==> config.mk <==
export PLATFORM = sky130hd
export DESIGN_NAME = uart_tx_stream_flat
export DESIGN_NICKNAME = d
export VERILOG_FILES = /design/src/rtl/uart_pkg.sv /design/src/rtl/uart_tx_stream_if.sv /design/src/rtl/uart_tx_baud.sv /design/src/rtl/uart_tx_stream.sv /design/src/flat_wrapper.sv
export SDC_FILE = /design/constraint.sdc
export NUM_CORES = 1
export LEC_CHECK = 0
export CAP_MARGIN = 15
export CORE_ASPECT_RATIO = 1.1
export CORE_UTILIZATION = 60
export DETAILED_ROUTE_END_ITERATION = 16
export PLACE_DENSITY = 0.85
export SLEW_MARGIN = 20
export SYNTH_ARGS = -nofsm -noshare
export SYNTH_HDL_FRONTEND = slang
export SYNTH_SLANG_ARGS = --single-unit
==> constraint.sdc <==
create_clock -name clk -period 5.1 [get_ports clk]
set_input_delay 1.53 -clock clk [delete_from_list [all_inputs] [get_ports clk]]
set_output_delay 1.53 -clock clk [all_outputs]
set_load 0.01 [all_outputs]
==> src/rtl/uart_pkg.sv <==
// Shared types and sizing for the UART transmit path.
// Depth/address width of the TX buffer and default baud divider settings.
package uart_pkg;

  localparam int UART_FIFO_DEPTH = 512;
  localparam int UART_FIFO_AW    = 9;
  localparam int UART_CLK_DIV    = 13;
  localparam int UART_OVERSAMPLE = 16;

  typedef enum logic [2:0] {
    ST_IDLE,
    ST_FETCH,
    ST_LOAD,
    ST_START,
    ST_DATA,
    ST_STOP,
    ST_DONE
  } uart_tx_state_t;

  function automatic logic [9:0] uart_clamp_len(input logic [9:0] len);
    return (len > 10'(UART_FIFO_DEPTH)) ? 10'(UART_FIFO_DEPTH) : len;
  endfunction

endpackage

==> src/rtl/uart_tx_stream_if.sv <==
// Host control and TX-buffer read port of uart_tx_stream.
// master = host/BRAM side, slave = the transmitter.
interface uart_tx_stream_if;
  import uart_pkg::*;

  logic                    tx_start;
  logic [9:0]              tx_len;
  logic                    tx_done_ack;
  logic [7:0]              tx_fifo_rd;
  logic [UART_FIFO_AW-1:0] tx_fifo_ra;
  logic                    tx_fifo_ren;
  logic                    tx_busy;
  logic                    tx_done;

  modport master (
    output tx_start, tx_len, tx_done_ack, tx_fifo_rd,
    input  tx_fifo_ra, tx_fifo_ren, tx_busy, tx_done
  );

  modport slave (
    input  tx_start, tx_len, tx_done_ack, tx_fifo_rd,
    output tx_fifo_ra, tx_fifo_ren, tx_busy, tx_done
  );

endinterface

==> src/rtl/uart_tx_baud.sv <==
// Bit-period tick generator: single-cycle bit_end every CLK_DIV*OVERSAMPLE clk.
// restart synchronously zeroes both counters so the next period starts fresh.
module uart_tx_baud #(
  parameter int CLK_DIV    = 13,
  parameter int OVERSAMPLE = 16
) (
  input  logic clk,
  input  logic reset_n,
  input  logic restart,
  output logic bit_end
);

  localparam int DW = ($clog2(CLK_DIV) < 1) ? 1 : $clog2(CLK_DIV);
  localparam int OW = ($clog2(OVERSAMPLE) < 1) ? 1 : $clog2(OVERSAMPLE);

  logic [DW-1:0] div_q, div_d;
  logic [OW-1:0] os_q, os_d;
  logic          tick;

  always_comb begin
    tick    = (div_q == DW'(CLK_DIV - 1));
    bit_end = tick && (os_q == OW'(OVERSAMPLE - 1));
    div_d   = div_q;
    os_d    = os_q;
    if (restart) begin
      div_d = '0;
      os_d  = '0;
    end else if (tick) begin
      div_d = '0;
      os_d  = bit_end ? '0 : os_q + OW'(1);
    end else begin
      div_d = div_q + DW'(1);
    end
  end

  always_ff @(posedge clk or negedge reset_n) begin
    if (!reset_n) begin
      div_q <= '0;
      os_q  <= '0;
    end else begin
      div_q <= div_d;
      os_q  <= os_d;
    end
  end

endmodule

==> src/rtl/uart_tx_stream.sv <==
// Streams tx_len bytes from the TX BRAM onto tx as 8N1 frames, LSB first; sticky tx_done until acked.
// Define UART_TX_TWO_STOP_EN for two stop bits; the next byte is prefetched during STOP for gapless frames.
module uart_tx_stream
  import uart_pkg::*;
#(
  parameter int CLK_DIV    = UART_CLK_DIV,
  parameter int OVERSAMPLE = UART_OVERSAMPLE
) (
  input  logic              clk,
  input  logic              reset_n,
  uart_tx_stream_if.slave   bus,
  output logic              tx
);

`ifdef UART_TX_TWO_STOP_EN
  localparam logic STOP_LAST = 1'b1;
`else
  localparam logic STOP_LAST = 1'b0;
`endif

  uart_tx_state_t          state_q, state_d;
  logic [9:0]              len_q, len_d;
  logic [9:0]              idx_q, idx_d, idx_next;
  logic [7:0]              shift_q, shift_d;
  logic [2:0]              bit_cnt_q, bit_cnt_d;
  logic                    stop_cnt_q, stop_cnt_d;
  logic                    pf_q, pf_d;
  logic                    tx_q, tx_d;
  logic                    ren_q, ren_d;
  logic [UART_FIFO_AW-1:0] ra_q, ra_d;
  logic                    busy_q, busy_d;
  logic                    done_q, done_d;
  logic                    baud_restart;
  logic                    bit_end;

  // Counters sit at zero outside the frame, so START always gets a full first bit.
  assign baud_restart = !(state_q inside {ST_START, ST_DATA, ST_STOP});

  uart_tx_baud #(
    .CLK_DIV    (CLK_DIV),
    .OVERSAMPLE (OVERSAMPLE)
  ) u_baud (
    .clk     (clk),
    .reset_n (reset_n),
    .restart (baud_restart),
    .bit_end (bit_end)
  );

  always_comb begin
    state_d    = state_q;
    len_d      = len_q;
    idx_d      = idx_q;
    shift_d    = shift_q;
    bit_cnt_d  = bit_cnt_q;
    stop_cnt_d = stop_cnt_q;
    ren_d      = 1'b0;
    ra_d       = ra_q;
    idx_next   = idx_q + 10'd1;

    case (state_q)
      ST_IDLE: begin
        if (bus.tx_start) begin
          if (bus.tx_len == 10'd0) begin
            state_d = ST_DONE;
          end else begin
            len_d   = uart_clamp_len(bus.tx_len);
            idx_d   = '0;
            ra_d    = '0;
            ren_d   = 1'b1;
            state_d = ST_FETCH;
          end
        end
      end
      ST_FETCH: state_d = ST_LOAD;
      ST_LOAD: begin
        shift_d = bus.tx_fifo_rd;
        state_d = ST_START;
      end
      ST_START: begin
        if (bit_end) begin
          bit_cnt_d = '0;
          state_d   = ST_DATA;
        end
      end
      ST_DATA: begin
        if (bit_end) begin
          shift_d = shift_q >> 1;
          if (bit_cnt_q == 3'd7) begin
            stop_cnt_d = 1'b0;
            state_d    = ST_STOP;
            // Prefetch lands as ren in the first STOP cycle.
            if (idx_next < len_q) begin
              ren_d = 1'b1;
              ra_d  = idx_next[UART_FIFO_AW-1:0];
            end
          end else begin
            bit_cnt_d = bit_cnt_q + 3'd1;
          end
        end
      end
      ST_STOP: begin
        if (pf_q) shift_d = bus.tx_fifo_rd;
        if (bit_end) begin
          if (stop_cnt_q != STOP_LAST) begin
            stop_cnt_d = 1'b1;
          end else if (idx_next < len_q) begin
            idx_d   = idx_next;
            state_d = ST_START;
          end else begin
            state_d = ST_DONE;
          end
        end
      end
      ST_DONE: begin
        if (bus.tx_done_ack) state_d = ST_IDLE;
      end
      default: state_d = ST_IDLE;
    endcase

    pf_d   = ren_q && (state_q == ST_STOP);
    tx_d   = (state_d == ST_START) ? 1'b0 :
             (state_d == ST_DATA)  ? shift_d[0] : 1'b1;
    busy_d = !(state_d inside {ST_IDLE, ST_DONE});
    // Done shows one cycle after the final stop ends; a zero-length start flags at once.
    done_d = (state_d == ST_DONE) && (state_q inside {ST_DONE, ST_IDLE});
  end

  always_ff @(posedge clk or negedge reset_n) begin
    if (!reset_n) begin
      state_q    <= ST_IDLE;
      len_q      <= '0;
      idx_q      <= '0;
      shift_q    <= '0;
      bit_cnt_q  <= '0;
      stop_cnt_q <= 1'b0;
      pf_q       <= 1'b0;
      tx_q       <= 1'b1;
      ren_q      <= 1'b0;
      ra_q       <= '0;
      busy_q     <= 1'b0;
      done_q     <= 1'b0;
    end else begin
      state_q    <= state_d;
      len_q      <= len_d;
      idx_q      <= idx_d;
      shift_q    <= shift_d;
      bit_cnt_q  <= bit_cnt_d;
      stop_cnt_q <= stop_cnt_d;
      pf_q       <= pf_d;
      tx_q       <= tx_d;
      ren_q      <= ren_d;
      ra_q       <= ra_d;
      busy_q     <= busy_d;
      done_q     <= done_d;
    end
  end

  assign tx              = tx_q;
  assign bus.tx_fifo_ren = ren_q;
  assign bus.tx_fifo_ra  = ra_q;
  assign bus.tx_busy     = busy_q;
  assign bus.tx_done     = done_q;

endmodule
==> src/flat_wrapper.sv <==
// flat-port wrapper written by rule: the top's interface ports become plain ports
module uart_tx_stream_flat import uart_pkg::*;
#(
  parameter int CLK_DIV    = UART_CLK_DIV,
  parameter int OVERSAMPLE = UART_OVERSAMPLE
)
  (clk, reset_n, tx, bus_tx_start, bus_tx_len, bus_tx_done_ack, bus_tx_fifo_rd, bus_tx_fifo_ra, bus_tx_fifo_ren, bus_tx_busy, bus_tx_done);
  uart_tx_stream_if bus_i ();
  input  logic clk;
  input  logic reset_n;
  output logic tx;
  input wire logic [$bits(bus_i.tx_start)-1:0] bus_tx_start;
  input wire logic [$bits(bus_i.tx_len)-1:0] bus_tx_len;
  input wire logic [$bits(bus_i.tx_done_ack)-1:0] bus_tx_done_ack;
  input wire logic [$bits(bus_i.tx_fifo_rd)-1:0] bus_tx_fifo_rd;
  output wire logic [$bits(bus_i.tx_fifo_ra)-1:0] bus_tx_fifo_ra;
  output wire logic [$bits(bus_i.tx_fifo_ren)-1:0] bus_tx_fifo_ren;
  output wire logic [$bits(bus_i.tx_busy)-1:0] bus_tx_busy;
  output wire logic [$bits(bus_i.tx_done)-1:0] bus_tx_done;
  assign bus_i.tx_start = bus_tx_start;
  assign bus_i.tx_len = bus_tx_len;
  assign bus_i.tx_done_ack = bus_tx_done_ack;
  assign bus_i.tx_fifo_rd = bus_tx_fifo_rd;
  assign bus_tx_fifo_ra = bus_i.tx_fifo_ra;
  assign bus_tx_fifo_ren = bus_i.tx_fifo_ren;
  assign bus_tx_busy = bus_i.tx_busy;
  assign bus_tx_done = bus_i.tx_done;
  uart_tx_stream #(.CLK_DIV(CLK_DIV), .OVERSAMPLE(OVERSAMPLE)) u_core (.clk(clk), .reset_n(reset_n), .bus(bus_i), .tx(tx));
endmodule
==> impl_metrics.toml <==
[worst_setup_path]
cp.required_ns = 5.31
crit_chain = "ha_1 > nand3_1 > nor2_1 > nand3_1 > xor2_1 > inv_1 > ha_1 > and4_1 > o211a_1 > a2111oi_4 > nand3_1 > nand2_1 > mux2_2"
critPathMaxFanout = 12
crit_top_cell = "nand3_1"
cp_slowest_stage_delay_ns = 0.45
worst_setup_path_start_kind = "register"
cp_slowest_cell = "dfrtp_1"
path_class = "register to register"
endpoint_kind = "register"
cp_data_arrival_time_ns = 3.98

[clock_tree]
cts.sinks = 56
cts_tree = "done"
cts.htree.levels = 2
cts-buffers-inserted = 5
cts_resized = 0
cts_setup_buffers = 0
clk_pin_slew_ns = 0.10
cts_root_buffer = "clkbuf_8"
ctsHoldBuffers = 0
clockBufferDepth = 2
worst_skew_pair.late_latency_ns = 0.32

[grt]
first_global_vias = 2077
grt_pass1_wl_microns = 9225
grt_start_max_net_pins = 37
grt_use_total_pct = 25.04
antenna_found_initial = 0
grt_overflow = 0

[yosys]
synth_edf_count = 0
synth_area_sq_mm = 0.002878
yosys_warnings = 0
synth_ff_type = "dfrtp_1"
synth_fp_nets = 323
ys_top_cells_by_area = "dfrtp_1 48%, ha_1 6.5%, nand2_1 5.6%"
synthCells = 286
yosysSeqAreaShare_pct = 48.74
synth_area_leader_cell = "dfrtp_1"
yosysUniqueCellTypes = 52
synthArstFlopShare_pct = 100.0
syn_area_per_cell_sq_um = 10.06
synth_top_cell_area_share_pct = 47.83
ys_ff_latch = 56

[cells_and_area]
fill_cells = 358
drive_above_1_share_pct = 8.050
nNetsFinal = 359
antennaDiodeCount = 0
final_cells = 379
post-route-util_pct = 72.75
synthToLayoutAreaGrowth_pct = 16.78

[routing]
viasPerCell = 5.939
ant_nets = 0
vias = 2251
wl_microns = 5734
firstDrtPassIters = 10
drtIter0Drc = 242
drt-wirelength-per-cell_microns = 15.13
drc = 1

[placed_design]
routabilityCongestion = 0.8669
dp_cells = 371
dpl.hpwl_microns = 4305
io_buffers = 34

[floorplanning]
core_sq_mm = 0.004619
start_util_pct = 62.30
fp.dieArea_sq_mm = 0.005077
die_w_microns = 68.03
num_rows = 26
ios = 35
die_y_microns = 74.64

[timing]
hold_violations = 0
drv_slew = 0
hold_ws_ns = 0.4855
relSlewSlack_pct = 42.53
finalCriticalPeriod_ns = 3.770
fin_tns_setup_ns = 0
final-setup-viol-count = 0
fin_crit_sh_pct = 73.91
rsz0062_at_grt = "no"
fmax_mhz = 265.3
worst_pin_slew_ns = 0.8594
skew_ns = 0.01125

[power]
ir_drop_mv = 0.2887
power_density_mw_per_mm2 = 277.1
power.leakage_nw = 1.608
power_mw = 0.9313

[min_path]
hp-class = "register to register"

[status]
violations = "design-rule violations"
outcome = "finished with violations"

[run]
max-cap-violations = 0
area by class of cell:
type / count / area [sq um] / share of cell area (%)
Sequential cell: 56 / 1403 / 41.74
Tap cell: 56 / 70.07 / 2.085
Multi-Input combinational cell: 202 / 1351 / 40.21
Inverter: 21 / 78.83 / 2.345
Timing Repair Buffer: 36 / 350.3 / 10.42
Clock inverter: 2 / 35.03 / 1.042
Clock buffer: 6 / 72.57 / 2.159
metal layers:
| metal | global-route usage (%) | vias up | share of wire (%) |
|---|---|---|---|
| li1 | - | 1083 | - |
| met1 | 31.29 | 1092 | 44 |
| met2 | 41.61 | 63 | 49 |
| met3 | 4.394 | 13 | 4.3 |
| met4 | 12.50 | 0 | 2.6 |
| met5 | 0 | - | 0 |
power breakdown:
group | internal [mW] | switching, mW | total, mW
Clock | 0.146 | 0.138 | 0.284
Combinational | 0.0682 | 0.0637 | 0.132
Sequential | 0.483 | 0.0322 | 0.515
Total | 0.697 | 0.234 | 0.931
stage by stage:
stage	worst slack (ns)	cell area [sq um]
after floorplan	2.074	2878
after global placement	1.322	3253
after detailed placement	1.184	3253
after CTS	1.375	3361
after global routing	1.019	3361
final	1.330	3361
worst max-delay path, delay by kind of cell (launching register included):
kind            cells  cell delay [ns]
xor+xnor            1             0.25
compound gates      2             0.58
mux                 1             0.36
fa+ha+maj           2             0.54
flops               1             0.45
simple gates        6             1.39
buf+inv             1             0.08
state kept, by name (all words and copies together), names as in the netlist:
name,cells
u_core.bit_cnt_q,3
u_core.bus.tx_busy,1
u_core.bus.tx_done,1
u_core.bus.tx_fifo_ra,9
u_core.bus.tx_fifo_ren,1
u_core.idx_q,10
u_core.len_q,10
u_core.pf_q,1
u_core.shift_q,8
u_core.state_q,3
u_core.tx,1
u_core.u_baud.div_q,4
u_core.u_baud.os_q,4
synthesized netlist by cell type (all sizes together), types with 2 or more instances:
master and instances:
a2111oi 2, a21o 2, a21oi 9, a22o 5, a22oi 6, a31o 2, a31oi 2, and2 3
and3 3, and4 2, buf 5, clkbuf 2, dfrtp 55, ha 15, inv 20, mux2 5
nand2 43, nand3 18, nand4 2, nor2 14, nor2b 3, nor3 8, nor4 4, o21ai 18
o31ai 7, xnor2 4, xor2 8
layout by cell type (no fill, tap or decap), types with 4 or more instances in the layout:
master	instances
dfrtp_1	55
nand2_1	43
clkdlybuf4s50_1	33
inv_1	20
nand3_1	18
o21ai_0	18
ha_1	15
nor2_1	13
a21oi_1	9
xor2_1	8
nor3_1	7
o31ai_1	7
a22oi_1	6
a22o_1	5
mux2_2	5
clkbuf_8	5
xnor2_1	4
nor4_1	4
cell families (layout without fill, tap and decap cells):
logic type	Yosys count	after routing	share of synthesized area [%]
buffers and inverters	28	65	4.304
DFF	56	56	48.74
and+or+nand+nor	108	108	18.87
AOI/OAI and AO/OA	61	61	15.61
muxes	6	6	2.304
xor gates and xnor gates	12	12	3.652
adders and majority gates	15	15	6.522
final timing paths:
kind                                               start  cells past startpoint                             to  slack [ns]
setup / recovery             u_core.idx_q[0]$_DFFE_PN0P_                     13    u_core.idx_q[4]$_DFFE_PN0P_        1.33
hold / removal             u_core.shift_q[3]$_DFFE_PN0P_                      2  u_core.shift_q[3]$_DFFE_PN0P_        0.49
setup reg to reg             u_core.idx_q[0]$_DFFE_PN0P_                     13    u_core.idx_q[4]$_DFFE_PN0P_        1.33
hold reg to reg            u_core.shift_q[3]$_DFFE_PN0P_                      2  u_core.shift_q[3]$_DFFE_PN0P_        0.49
max in group asynchronous                        reset_n                      2            u_core.tx$_DFF_PN1_        3.10
min in group asynchronous                        reset_n                      1    u_core.len_q[2]$_DFFE_PN0P_        1.16
Power figures use the tool's default switching activity.
